$ cat config.mk
export PLATFORM = sky130hd
export DESIGN_NAME = pool_ofm_writer
export DESIGN_NICKNAME = d
export VERILOG_FILES = /design/src/rtl/pool_ofm_writer.sv
export SDC_FILE = /design/constraint.sdc
export NUM_CORES = 1
export LEC_CHECK = 0
export ABC_CLOCK_PERIOD_IN_PS = 3300
export CAP_MARGIN = 10
export CORE_ASPECT_RATIO = 0.5
export CORE_MARGIN = 2
export CORE_UTILIZATION = 55
export DETAILED_ROUTE_END_ITERATION = 7
export MAX_ROUTING_LAYER = met4
export PLACE_DENSITY = 0.77
export SLEW_MARGIN = 20
export SYNTH_ARGS = -nofsm -noshare
export SYNTH_HDL_FRONTEND = slang
export SYNTH_SLANG_ARGS = --single-unit
$ cat constraint.sdc
create_clock -name clk -period 3.3 [get_ports clk]
set_input_delay 0.825 -clock clk [delete_from_list [all_inputs] [get_ports clk]]
set_output_delay 0.825 -clock clk [all_outputs]
set_load 0.05 [all_outputs]
$ cat src/rtl/pool_ofm_writer.sv
// pool_ofm_writer: rounds, saturates and optionally rectifies pooled sums, buffers them
// in a small FIFO for a valid/ready consumer and tags each popped word with its position.
module pool_ofm_writer #(
    parameter int DATA_WIDTH  = 32,
    parameter int OUT_WIDTH   = 16,
    parameter int IFM_SIZE    = 27,
    parameter int KERNEL_POOL = 5,
    parameter int STRIDE_POOL = 1,
    parameter int OFM_SIZE    = (IFM_SIZE - KERNEL_POOL) / STRIDE_POOL + 1,
    parameter int CI          = 3,
    parameter int SHIFT       = 0,
    parameter int RELU        = 0,
    parameter int FIFO_DEPTH  = 8,
    localparam int POS_W      = (OFM_SIZE > 1) ? $clog2(OFM_SIZE) : 1,
    localparam int CH_W       = $clog2(CI) + 1
) (
    input  logic                  clk,
    input  logic                  rst_n,
    input  logic                  clear,
    input  logic                  in_valid,
    input  logic [DATA_WIDTH-1:0] data_in,
    input  logic                  out_ready,
    output logic                  out_valid,
    output logic [OUT_WIDTH-1:0]  data_out,
    output logic [POS_W-1:0]      out_col,
    output logic [POS_W-1:0]      out_row,
    output logic [CH_W-1:0]       out_ch,
    output logic                  ch_done,
    output logic                  frame_done,
    output logic                  overflow
);

    localparam int AW  = $clog2(FIFO_DEPTH);
    localparam int RSH = (SHIFT > 0) ? SHIFT - 1 : 0;

    localparam logic signed [DATA_WIDTH:0] RND =
        (SHIFT > 0) ? ({{DATA_WIDTH{1'b0}}, 1'b1} << RSH) : '0;
    localparam logic signed [DATA_WIDTH:0] SAT_MAX =
        {{(DATA_WIDTH - OUT_WIDTH + 2){1'b0}}, {(OUT_WIDTH - 1){1'b1}}};
    localparam logic signed [DATA_WIDTH:0] SAT_MIN =
        {{(DATA_WIDTH - OUT_WIDTH + 2){1'b1}}, {(OUT_WIDTH - 1){1'b0}}};
    localparam logic [AW:0]       DEPTH_C  = (AW + 1)'(FIFO_DEPTH);
    localparam logic [POS_W-1:0]  LAST_POS = POS_W'(OFM_SIZE - 1);
    localparam logic [CH_W-1:0]   LAST_CH  = CH_W'(CI - 1);

    logic signed [DATA_WIDTH:0] sum;
    logic signed [DATA_WIDTH:0] shifted;
    logic [OUT_WIDTH-1:0]       res;

    logic                  pipe_valid;
    logic [OUT_WIDTH-1:0]  pipe_data;
    logic [OUT_WIDTH-1:0]  mem [FIFO_DEPTH];
    logic [AW-1:0]         wr_ptr;
    logic [AW-1:0]         rd_ptr;
    logic [AW:0]           count;
    logic [OUT_WIDTH-1:0]  hold;
    logic                  full;
    logic                  pop;
    logic                  push;
    logic                  drop;

    assign full      = (count == DEPTH_C);
    assign out_valid = (count != '0);
    assign pop       = out_valid && out_ready;
    // A full FIFO still accepts a word when the head leaves in the same cycle.
    assign push      = pipe_valid && (!full || pop);
    assign drop      = pipe_valid && full && !pop;
    // When empty, show the last popped word instead of a stale memory slot.
    assign data_out  = out_valid ? mem[rd_ptr] : hold;

    // Round-half-up, arithmetic shift, signed saturation and optional ReLU.
    always_comb begin
        sum     = $signed({data_in[DATA_WIDTH-1], data_in}) + RND;
        shifted = sum >>> SHIFT;
        if (shifted > SAT_MAX)
            res = SAT_MAX[OUT_WIDTH-1:0];
        else if (shifted < SAT_MIN)
            res = SAT_MIN[OUT_WIDTH-1:0];
        else
            res = shifted[OUT_WIDTH-1:0];
        if (RELU != 0 && res[OUT_WIDTH-1])
            res = '0;
    end

    // FIFO storage; pointers are reset elsewhere, so contents need no reset.
    always_ff @(posedge clk) begin
        if (push)
            mem[wr_ptr] <= pipe_data;
    end

    // Pipe register, FIFO pointers/occupancy, hold register and sticky overflow.
    always_ff @(posedge clk) begin
        if (!rst_n || clear) begin
            pipe_valid <= 1'b0;
            pipe_data  <= '0;
            wr_ptr     <= '0;
            rd_ptr     <= '0;
            count      <= '0;
            hold       <= '0;
            overflow   <= 1'b0;
        end else begin
            pipe_valid <= in_valid;
            if (in_valid)
                pipe_data <= res;
            if (push)
                wr_ptr <= wr_ptr + 1'b1;
            if (pop) begin
                rd_ptr <= rd_ptr + 1'b1;
                hold   <= mem[rd_ptr];
            end
            if (push && !pop)
                count <= count + 1'b1;
            else if (pop && !push)
                count <= count - 1'b1;
            if (drop)
                overflow <= 1'b1;
        end
    end

    // Position counters advance on pops only; end-of-channel/frame pulses follow the pop.
    always_ff @(posedge clk) begin
        if (!rst_n || clear) begin
            out_col    <= '0;
            out_row    <= '0;
            out_ch     <= '0;
            ch_done    <= 1'b0;
            frame_done <= 1'b0;
        end else begin
            ch_done    <= 1'b0;
            frame_done <= 1'b0;
            if (pop) begin
                if (out_col == LAST_POS) begin
                    out_col <= '0;
                    if (out_row == LAST_POS) begin
                        out_row <= '0;
                        ch_done <= 1'b1;
                        if (out_ch == LAST_CH) begin
                            out_ch     <= '0;
                            frame_done <= 1'b1;
                        end else begin
                            out_ch <= out_ch + 1'b1;
                        end
                    end else begin
                        out_row <= out_row + 1'b1;
                    end
                end else begin
                    out_col <= out_col + 1'b1;
                end
            end
        end
    end

endmodule

# == Word-level counts from Yosys, hierarchy flattened ==
# Memories as Yosys holds them, arrays and structs flattened. A register that Yosys moved wholly into a read port is not among the register bits.
# Index checks and enable logic that the tools add are counted.
# classes
n_lt_le_gt_ge,2
bitwise_logic,3
n_mux,14
reduce_logical,18
eq_ne,4
addsub,7
# op_table
cell,count
16-bit two-way mux,3
32-bit by 16-bit > comparator with 1-bit output (second input constant),1
32-bit by 16-bit less-than comparator with 1-bit output (second input constant),1
5-bit by 1-bit adder with 5-bit output (second input constant),2
5-bit equality test (second input constant),2
5-bit two-way mux,2
3-bit by 1-bit adder with 3-bit output (second input constant),3
3-bit two-way mux,3
4-bit two-way mux,2
1-bit logical AND,6
4-bit by 1-bit adder with 4-bit output (second input constant),1
4-bit equality test (second input constant),1
1-bit zero test,4
1-bit two-way mux,4
4-bit nonzero test,1
4-bit OR reduction,1
4-bit by 1-bit subtractor with 4-bit output (second input constant),1
3-bit by 2-bit equality test with 1-bit output (second input constant),1
1-bit inverter,3
3-bit AND reduction,1
3-bit OR reduction,1
1-bit logical OR,2
2-bit AND reduction,1
2-bit nonzero test,1
# word_totals
reg_bits,59
ram_bits,128
output_inout_bits,33
mem_count,1
# memory_table
name,depth,width,rd,rd_ports_with_merged_regs,wr,line,text
mem,8,16,1,1,1,52,logic [OUT_WIDTH-1:0] mem [FIFO_DEPTH];

# == Logic depth before layout (Yosys ltp) ==
# Gate-level depths: netlist (run 1).
# depth
ltp_word,8
mapped_depth,11
depth_no_buf,9

# == Worst setup path before layout (run 1) ==
# OpenSTA, ideal clock, no wires.
# synth_timing
path_type,register to output
startpoint,register count[0]
endpoint,output port data_out[10]
slack_ns,0.418
stages_incl_launch_ff,5
n_path_buf,2
t_required_ns,2.475
arrival_ns,2.057
cell_sequence,dfxtp_1 -> or4_1 -> clkbuf_1 -> buf_2 -> a21oi_1
# synth_between
elab_chain_len,2
# synth_lines
item,line,text
"start, declared",55,logic [AW:0] count;
"start signal, assigned",112,count <= count + 1'b1;
"start signal, assigned",114,count <= count - 1'b1;
4-bit nonzero test,63,assign out_valid = (count != '0);
net out_valid,23,"output logic out_valid,"
16-bit two-way mux,69,assign data_out = out_valid ? mem[rd_ptr] : hold;
"end, declared",24,"output logic [OUT_WIDTH-1:0] data_out,"
# The timed path passes the listed nets, and every way through them passes these cells.

==> results.txt, run 1 <==
#FFs+latches synth: 190
Routed WL: 16.1 mm
Most frequent cell after synthesis: edfxtp_1
FMAX: 0.321 GHz
Drc violations: 0
Primary FF master, synth: edfxtp_1
CTS root buffer: clkbuf_16
Worst hold path type: reg -> reg
# diodes: 0
Vias in the first global route: 4645
I/O Buffers: 69
Max Buffers Root-to-Sink: 2
H-tree levels: 4
Placed cell area: 8680 µm²
Crit Reg-Reg Endpoint: count[3]
Design area: 9260 µm²
CP Capture Type: primary output
Hold Crit Start: overflow
Worst slew pin tran: 0.547 ns
Worst Hold Endpoint: overflow
Hold Vio Cnt, Final: 0
CTS tree: yes
Leakage power total: 0.00313 µW
CTS sink cnt: 190
Mapped Cells: 514
Clock transition at path regs: 0.07 ns
CP Class: reg -> out
GRT Total Usage: 0.240
Die width: 170 µm
M3 GR Usage: 0.0536
Mux share of post-synthesis cell area: 0.124
Post-synth EDFFs: 128
Worst EP required: 2.47 ns
M1 GR Usage: 0.306
Simple-Gate Fraction of Synth Area: 0.0713
Final setup fails: 0
Syn Area/Cell: 14.8 µm²
GP Congestion: 0.839
Synthesized area: 7590 µm²
DRT antenna net count: 0
Die Y: 87.0 µm
Most frequent cells after synthesis: 128 x edfxtp_1, 62 x dfxtp_1, 54 x a21oi_1
First DRT Iteration DRCs: 392
Yosys top cell area share: 0.507
Largest family of logic cells by synthesized area: multiplexers
TritonRoute pass-1 iters: 5
FFs w/ async S/R, synth: 0
Final worst-path cycle share: 0.944
Post-Syn Nets: 561
Clk Latency, worst-skew pair: 0.44 ns
Largest net degree at the start of global routing: 48
Post-synth top area cell: edfxtp_1
Worst IR Drop VDD: 0.000327 V
Starting density of the core: 0.561
Synth cell types: 49
Core Rows: 30
Yosys Warn Count: 0
Final #Nets: 640
Initial antenna violation count: 0
Top cells by area, synth: edfxtp_1 51%, dfxtp_1 16%, mux4_2 9.5%, a21oi_1 3.6%, mux2i_1 2.8%
Grt peak-use layer: met2
Total grt overflow: 0
HPWL Detailed: 9.69 mm
WL/cell: 20.5 µm
Layout area overhead: 22.1%
Cts bufs inserted: 17
R2R cell count: 9
R2r setup slk: 0.81 ns
Max-slew headroom: 0.636
Max-slew violations: 0
Sequential share of the synthesized area: 0.670
WHS Path Cells: 2
Via count: 4598
Worst path arrival time: 2.29 ns
Core Region: 13500 µm²
Reg2reg start: count[0]
Tmin final: 3.11 ns
Post-CTS Hold Fix Bufs: 0
Setup TNS Final: 0 ns
I/O pin total: 70
Critical Path Start Type: flip-flop
First-pass GRT wire length: 25.1 mm
Post-Synth Adder-Cell Area: 0.0175
Met2 usage: 0.390
Synth Area in XOR/XNOR: 0.0139
Vias/cell: 5.88
Max-Cap Viols: 0
Synth Area in Compound Gates: 0.0769
Worst Path Max Fanout: 10
Share of cells above drive strength 1: 0.193
Ratio of total power to cell area: 579 nW/µm²
Status: finished clean
Clk_skew: 0.0136 ns
RSZ-0062 raised after global routing: false
Die Area: 14800 µm²
==> worst max-delay path: stages, from the launching register on <==
cell and delay [ns]:
dfxtp_4 0.50, buf_4 0.24, mux4_2 0.52, mux2i_1 0.24
a21oi_1 0.18, buf_12 0.19
==> through the flow <==
step,cells,power [µW],util,hold WS (ns),setup WS (ns)
after floorplan,514,3060,-,0.454,0.418
after global placement,750,3400,0.642,0.450,0.210
after detailed placement,750,3420,0.642,0.459,0.139
after CTS,782,5380,0.685,0.479,0.0108
after global routing,782,5530,0.685,0.517,0.109
final,782,5360,0.685,0.480,0.186
==> cells in the final DEF (no fill, tap or decap), types with 3 or more instances in the layout <==
master and count:
edfxtp_1 128, dfxtp_1 61, a21oi_1 54, clkdlybuf4s50_1 52
nor2_1 47, mux4_2 32, o21ai_0 32, nand2_1 26
mux2i_1 21, buf_4 20, buf_12 18, clkbuf_16 17
ha_1 9, xor2_1 8, nand4_1 7, inv_1 6
nand2b_1 6, inv_8 6, xnor2_1 4, nor4_1 4
inv_6 4, nand3_1 3
==> cell families after synthesis <==
kind of cell | Yosys count
compound gates | 100
xor+xnor | 12
simple gates | 111
fa+ha+maj | 10
buf+inv | 37
flops | 190
mux | 54
==> timing repair <==
item | 4_1_cts | 5_1_grt
endpoints found under the setup margin | 0 | 10
setup buffers | 0 | 0
gates resized for setup | 0 | 2
endpoints found under the hold margin | 0 | 0
==> area by class of cell <==
cell class	count	area [µm²]
Tap cell	176	220
Multi-Input combinational cell	287	2320
Sequential cell	190	5090
Clock inverter	14	144
Timing Repair Buffer	90	1030
Clock buffer	18	429
Inverter	7	26.3
Fill cell	924	4250
==> where the power goes <==
part	internal [µW]	leakage (µW)	switching (µW)
registers	2560	0.00166	37.2
clock network	1010	0.000280	974
logic	336	0.00119	435
total	3910	0.00313	1450
==> state kept, by name, summed over array words and instances (netlist names), 3 cells and up, named ones only <==
register	count
wr_ptr	3
pipe_data	16
count	4
out_row	5
mem	128
rd_ptr	3
hold	16
out_col	5
out_ch	3
==> worst max-delay path by stage <==
stage                         endpoint  slack (ns)  cells after the start
final                     data_out[10]        0.19                      5
after global routing      data_out[10]        0.11                      5
after CTS                 data_out[10]        0.01                      5
after detailed placement      count[3]        0.14                     10
after global placement        count[3]        0.21                     10
after floorplan           data_out[10]        0.42                      4
==> per-layer routing <==
layer,share of wire,up-vias
met1,0.43,2290
met2,0.49,172
met4,0.016,0
met5,0,-
met3,0.065,29
li1,-,2107
Note: power is estimated with default switching activity, not from simulation.
==> run 2, diff against run 1 <==
- CAP_MARGIN: 10 -> 20
- GPL_ROUTABILITY_DRIVEN: default -> 0
==> results of run 2 <==
Same layout as run 1: the final DEF is identical, and so are final timing and power.
